**src/rtl/coherence_bus_ctrl.sv**
```systemverilog
// rtl/coherence_bus_ctrl.sv - two-CPU snooping coherence bus controller with RAM arbitration
module coherence_bus_ctrl #(
  parameter int CPUS = 2
) (
  input  logic                   CLK,
  input  logic                   RST,
  input  logic [CPUS-1:0]        iREN,
  input  logic [CPUS-1:0]        dREN,
  input  logic [CPUS-1:0]        dWEN,
  input  logic [CPUS-1:0][31:0]  iaddr,
  input  logic [CPUS-1:0][31:0]  daddr,
  input  logic [CPUS-1:0][31:0]  dstore,
  input  logic [CPUS-1:0]        ccwrite,
  input  logic [CPUS-1:0]        cctrans,
  input  logic [31:0]            ramload,
  input  logic [1:0]             ramstate,
  output logic [CPUS-1:0]        iwait,
  output logic [CPUS-1:0]        dwait,
  output logic [CPUS-1:0][31:0]  iload,
  output logic [CPUS-1:0][31:0]  dload,
  output logic [CPUS-1:0]        ccwait,
  output logic [CPUS-1:0]        ccinv,
  output logic [CPUS-1:0][31:0]  ccsnoopaddr,
  output logic                   ramREN,
  output logic                   ramWEN,
  output logic [31:0]            ramaddr,
  output logic [31:0]            ramstore
);

  typedef enum logic [2:0] {IDLE, WB, SNOOP, C2C, RAMRD, UPG, IFETCH} state_t;

  localparam logic [1:0] ACCESS = 2'd2;

  state_t          state, nstate;
  logic            g;      // granted requester, held for the whole transaction
  logic            o;      // the other CPU, i.e. the snooper
  logic            rr;     // round-robin pointer shared by all classes
  logic            pick;
  logic [CPUS-1:0] dreq;
  logic [CPUS-1:0] creq;

  assign o = ~g;

  // A data-side request is a read miss or an upgrade (modify intent on a line already held).
  assign dreq = dREN | (cctrans & ccwrite);

  // Select the highest non-empty request class, then pick a CPU from it round-robin.
  always_comb begin
    creq = '0;
    if (|dWEN)      creq = dWEN;
    else if (|dreq) creq = dreq;
    else            creq = iREN;
    pick = creq[rr] ? rr : ~rr;
  end

  // State register; grant and round-robin pointer only move when leaving IDLE.
  always_ff @(posedge CLK or posedge RST) begin
    if (RST) begin
      state <= IDLE;
      g     <= 1'b0;
      rr    <= 1'b0;
    end else begin
      state <= nstate;
      if (state == IDLE && nstate != IDLE) begin
        g  <= pick;
        rr <= ~pick;
      end
    end
  end

  // Next-state and all outputs, decoded from state and the held grant.
  always_comb begin
    nstate      = state;
    iwait       = '1;
    dwait       = '1;
    iload       = '0;
    dload       = '0;
    ccwait      = '0;
    ccinv       = '0;
    ccsnoopaddr = '0;
    ramREN      = 1'b0;
    ramWEN      = 1'b0;
    ramaddr     = '0;
    ramstore    = '0;
    case (state)
      IDLE: begin
        if (|dWEN)      nstate = WB;
        else if (|dreq) nstate = SNOOP;
        else if (|iREN) nstate = IFETCH;
      end
      WB: begin
        ramWEN   = 1'b1;
        ramaddr  = daddr[g];
        ramstore = dstore[g];
        if (ramstate == ACCESS) begin
          dwait[g] = 1'b0;
          nstate   = IDLE;
        end
      end
      SNOOP: begin
        ccwait[o]      = 1'b1;
        ccsnoopaddr[o] = daddr[g];
        ccinv[o]       = ccwrite[g];
        if (cctrans[o]) begin
          if (dWEN[o])      nstate = C2C;
          else if (dREN[g]) nstate = RAMRD;
          else              nstate = UPG;
        end
      end
      C2C: begin
        // Dirty line is written back and forwarded to the requester in one RAM write.
        ccwait[o] = 1'b1;
        ramWEN    = 1'b1;
        ramaddr   = daddr[o];
        ramstore  = dstore[o];
        dload[g]  = dstore[o];
        if (ramstate == ACCESS) begin
          dwait[g] = 1'b0;
          dwait[o] = 1'b0;
          nstate   = IDLE;
        end
      end
      RAMRD: begin
        ramREN  = 1'b1;
        ramaddr = daddr[g];
        if (ramstate == ACCESS) begin
          dload[g] = ramload;
          dwait[g] = 1'b0;
          nstate   = IDLE;
        end
      end
      UPG: begin
        dwait[g] = 1'b0;
        nstate   = IDLE;
      end
      IFETCH: begin
        ramREN  = 1'b1;
        ramaddr = iaddr[g];
        if (ramstate == ACCESS) begin
          iload[g] = ramload;
          iwait[g] = 1'b0;
          nstate   = IDLE;
        end
      end
      default: nstate = IDLE;
    endcase
  end

endmodule

```
**config.mk**
```make
export PLATFORM = sky130hd
export DESIGN_NAME = coherence_bus_ctrl
export DESIGN_NICKNAME = d
export VERILOG_FILES = /design/src/rtl/coherence_bus_ctrl.sv
export SDC_FILE = /design/constraint.sdc
export NUM_CORES = 1
export LEC_CHECK = 0
export ABC_AREA = 0
export CAP_MARGIN = 40
export CORE_AREA = 2 2 194 196
export DETAILED_ROUTE_END_ITERATION = 7
export DIE_AREA = 0 0 196 198
export SETUP_SLACK_MARGIN = 0.5
export SLEW_MARGIN = 20
export SYNTH_ARGS = -nofsm -noshare
export SYNTH_HDL_FRONTEND = slang
export SYNTH_SLANG_ARGS = --single-unit
```
**constraint.sdc**
```tcl
create_clock -name CLK -period 2 [get_ports CLK]
set_clock_uncertainty 0.2 [all_clocks]
set_input_delay 0.2 -clock CLK [delete_from_list [all_inputs] [get_ports CLK]]
set_output_delay 0.2 -clock CLK [all_outputs]
set_load 0.03 [all_outputs]
```
== Word level (Yosys, flattened, before mapping) ==
Cells that the tools add are included.
Word-level totals
  register bits: 5
  logic and storage cells: 93
  output and inout port bits: 266
  input bits: 238
Cells by class
  reduce and logical (&&, ||, !) cells: 13
  bitwise operators: 12
  equality and inequality tests: 7
  order comparisons: 5
  mux-type cells: 53
Operators with widths (count)
  two-way mux 32 bit: 12
  AND 64 bit: 3
  two-way mux 64 bit: 3
  one-hot mux 64 bit (2 select lines): 1
  one-hot mux 32 bit (3 select lines): 1
  demux 32 bit (select 1 bit): 2
  one-hot mux 32 bit (2 select lines): 1
  two-way mux 3 bit: 6
  two-way mux 1 bit: 16
  two-way mux 2 bit: 7
  OR reduction 2 bit: 7
  == test 3 bit (second input constant): 3
  one-hot mux 3 bit (3 select lines): 1
  AND 2 bit: 3
  == test 3 x 2 -> 1 bit (second input constant): 2
  < comparator 1 x 2 -> 1 bit (second input constant): 3
  one-hot mux 2 bit (3 select lines): 1
  NOT 2 bit: 2
  OR reduction 4 bit: 1
  == test 3 x 1 -> 1 bit (second input constant): 1
  logical AND 1 bit: 3
  zero test 3 bit: 1
  NOT 1 bit: 3
  nonzero test 3 bit: 1
  other kinds (4): 6

== Logic depth before layout (Yosys ltp) ==
  word-level depth: 9
  depth in mapped cells: 7
  mapped depth without buffers: 5

== Worst setup path after synthesis ==
Ideal clock, no wire load.
  path type: register -> output
  start: register g
  end: output port dload[0] in the netlist's numbering
  buffers on the path: 3
  stages on the path, launching flop included: 7
  data arrival time: 1.853 ns
  path slack: -0.253 ns
  required time: 1.600 ns
  cell sequence: dfrtp_1 buf_4 nor3b_2 and2_1 buf_6 buf_2 a22o_1
RTL lines
  from (decl): RTL line 35  | logic g;
  from (signal assigned): RTL line 65  | g <= pick;
  to (decl): RTL line 20  | output logic [CPUS-1:0][31:0] dload,

==> impl_results.md <==
* Drt wl/cell at ~23 um
* Core area at ~37,000 um^2
* Seq cells post-synth at 5
* CTS Buf Count at 3
* Post-Route WL at a little under 40 mm
* Final ANT Viol Nets at 0
* Number of nets in the layout at 1,436
* Final Hold Viols at 0
* CTS tree: yes
* CP delay by family, top: buffers and inverters
* Final core occ at around 38%
* Synth Area in XOR/XNOR at less than 1%
* Synth Warn # at 0
* Initial antenna violation count at 6
* Synthesized area at around 4200 um^2
* Delay of the slowest critical-path stage at 440 ps
* Complex-gate fraction of the synthesized area at 33.4%
* Worst VDD drop at between 0.0005 and 0.0006 V
* Status: finished, violations left
* Cells after Synth at 621
* Kind of end point of the critical path: output port
* Top cells by area, synth: and2_1 (19%), mux2i_1 (15%), a22o_1 (14%)
* Fin area at approximately 14,000 um^2
* Final setup violation count at about 260
* Die W at between 150 and 200 um
* Startpoint Class: flip-flop
* Largest family of logic cells by synthesized area: simple AND/OR/NAND/NOR gates
* Chip height at ~200 um
* Synth area leader: and2_1
* Clk sink count at 5
* Starting Density at between 10% and 20%
* FF/Latch Area at roughly 130 um^2
* Htree depth at 1
* Failing checks: negative setup slack
* Site row count at 71
* Required @ worst endpoint at about 1600 ps
* Synth cell types at 45
* Root Buffer: clkbuf_16
* Crit path cell chain: buf_6 > nor3b_4 > and2_4 > buf_12 > buf_12 > clkbuf_16 > a22o_4 > buf_6
* Slowest-stage cell, CP: dfrtp_2
* Layout fillers at approximately 3,600
* Detailed-route DRC error count at 0
* Area post-placement at around 12,000 um^2
* Worst skew pair latency at 230 ps
* Layout cells sized above 1 at about 60%
* Vias at around 7,700
* Number of global-route vias before repair at between 7,000 and 8,000
* GRT overflow at 0
* Critical setup path kind: reg2out
* Max Freq at about 420 MHz
* Fin crit share at 120%
* Syn Area/Cell at 6.74 um^2
* Min-Delay Path Class: reg2reg
* Largest net degree at the start of global routing at 35
* Max Transition Viols Final at 0
* Syn_nets at 859
* Worst-path maximum fanout at 6
* Initial DRC Count at around 310
* First-pass GRT wire length at about 49 mm
* # IOs at approximately 500
* Fin crit period at 2400 ps
* Multi-input gate area at about 5500 um^2
* Die area at between 30,000 and 40,000 um^2
* GRT Total Usage at around 16%
* Sequential element share of the synthesized area at under 10%
* Detailed Place HPWL at between 20 and 30 mm
* CTS Buffer Depth at 2
* Synth top area share at between 10% and 20%
* Crit path DAT at 2000 ps
* Slew headroom at roughly 70%
* DR pass1 iterations at 8
* Layout area overhead at 235%
* Max_cap viols at 0
* Worst setup margin at -396 ps
* Synth Area in Simple Gates at 36.2%
* Clock Pin Slew Worst Setup and Hold Paths at about 40 ps
* PwrDens at 1280 nW/um^2
* Slew @ Worst Pin at ~460 ps
* RSZ-0062 raised after global routing: true
* Gpl congestion at between 0.8 and 0.9
* Mux contribution to synthesized area at between 15 and 20%
* Leakage at between 6 and 7 nW
* Synth Area in Adders at 0%
* DR vias/cell at about 4.6
* Crit path buffers/inverters at 5
* Port-buffer cells at approximately 500
==> kinds of logic after synthesis <==
kind of cell | count (synthesis)
xor+xnor | 2
compound gates | 180
buf+inv | 77
flops | 5
mux | 65
simple gates | 292
==> sequential cells by signal, summed over array words and instances (netlist names) <==
| signal | flops |
|---|---|
| state | 3 |
| g | 1 |
| rr | 1 |
==> metal layers <==
layer / vias to the layer above / share of wire, % / GRT usage [%] / routed length (um)
li1: 3449 / - / - / -
met1: 3696 / 37 / 18.6 / 14600
met2: 448 / 53 / 30.8 / 20700
met3: 70 / 6.6 / 3.25 / 2590
met4: 4 / 3.5 / 5.42 / 1360
met5: - / 0.069 / 0 / 27
==> timing repair <==
action / in CTS / in global routing
gates cloned: 7 / 22
endpoints found under the hold margin: 5 / 0
pin swaps: 35 / 93
hold buffers: 1 / 0
setup endpoints to repair: 271 / 271
gates resized for setup: 119 / 212
buffers inserted: 18 / 20
==> path summary, 6_finish.rpt <==
path | cells after the start | slack [ps] | endpoint | from
worst max-delay path | 8 | -400 | dload[30] | state[2]
worst min-delay path | 1 | 350 | rr | rr
worst max register to register | 5 | -70 | rr | state[1]
worst min register to register | 1 | 350 | rr | rr
max in group asynchronous | 3 | 850 | state[1] | RST
min in group asynchronous | 3 | 550 | state[1] | RST
==> report_power, final <==
| group | internal (mW) | switching [mW] | total, mW |
|---|---|---|---|
| sequential | 0.154 | 0.0709 | 0.225 |
| combinational | 8.47 | 8.85 | 17.3 |
| clock | 0.265 | 0.0742 | 0.339 |
==> placed cells by master, fill, tap and decap left out, types with 2 or more instances in the layout <==
master           instances
clkdlybuf4s50_1        237
buf_6                  165
and2_4                 118
buf_4                  112
buf_12                  89
a22o_4                  64
mux2i_1                 62
nand2_4                 52
nand2_1                 40
nand2_2                 39
o22ai_1                 32
a21oi_4                 32
a222oi_1                30
clkbuf_16               22
and2_1                  12
buf_16                   9
inv_1                    8
nor2_1                   8
buf_8                    5
nor2_4                   4
diode_2                  3
nor2b_1                  3
nand2b_4                 3
nor3_4                   3
a21oi_1                  2
o21ai_0                  2
nand2b_1                 2
nor3_1                   2
a22o_1                   2
a32oi_4                  2
o32ai_1                  2
dfrtp_2                  2
buf_2                    2
dfrtp_1                  2
==> Yosys cell counts, drive strengths merged <==
library cell / n
nand2: 132
and2: 130
a22o: 66
mux2i: 63
buf: 41
a21oi: 34
o22ai: 32
a222oi: 30
clkbuf: 26
nor2: 12
inv: 9
dfrtp: 5
nand2b: 5
nor3: 5
nor2b: 4
o21ai: 3
o32ai: 3
a31oi: 2
a32oi: 2
a211oi: 1
a21o: 1
a221o: 1
a22oi: 1
and2b: 1
clkinv: 1
mux2: 1
mux4: 1
nor3b: 1
nor4: 1
o211ai: 1
o221ai: 1
o311a: 1
o31ai: 1
or3: 1
xnor2: 1
xor2: 1
==> worst reg2reg max path: cells and delay by family, from the launching register on <==
kind | cells | cell delay, ps
AOI/OAI and AO/OA | 1 | 200
buffers and inverters | 2 | 330
DFF | 1 | 500
muxes | 1 | 350
and+or+nand+nor | 1 | 390
==> area by class of cell <==
type	instances	share of cell area (%)
Clock buffer	4	0.563
Inverter	10	0.357
Multi-Input combinational cell	539	39.1
Tap cell	474	4.23
Sequential cell	5	0.938
Timing Repair Buffer	639	54.8
Antenna cell	3	0.0536
==> metrics by stage <==
| stage | hold WS (ps) | setup slack (ps) | power [mW] | cells | setup TNS, ps |
|---|---|---|---|---|---|
| finish | 352 | -396 | 17.9 | 1674 | -74300 |
| global route | 404 | -434 | 18.7 | 1674 | -92830 |
| CTS | 358 | -375 | 15.3 | 1629 | -71580 |
| detailed placement | 230 | -246 | 13.9 | 1599 | -24980 |
| global placement | 229 | -218 | 13.9 | 1599 | -21270 |
| floorplan | -221 | 12.9 | 7.89 | 621 | 0 |
(Power assumes the default switching activity.)
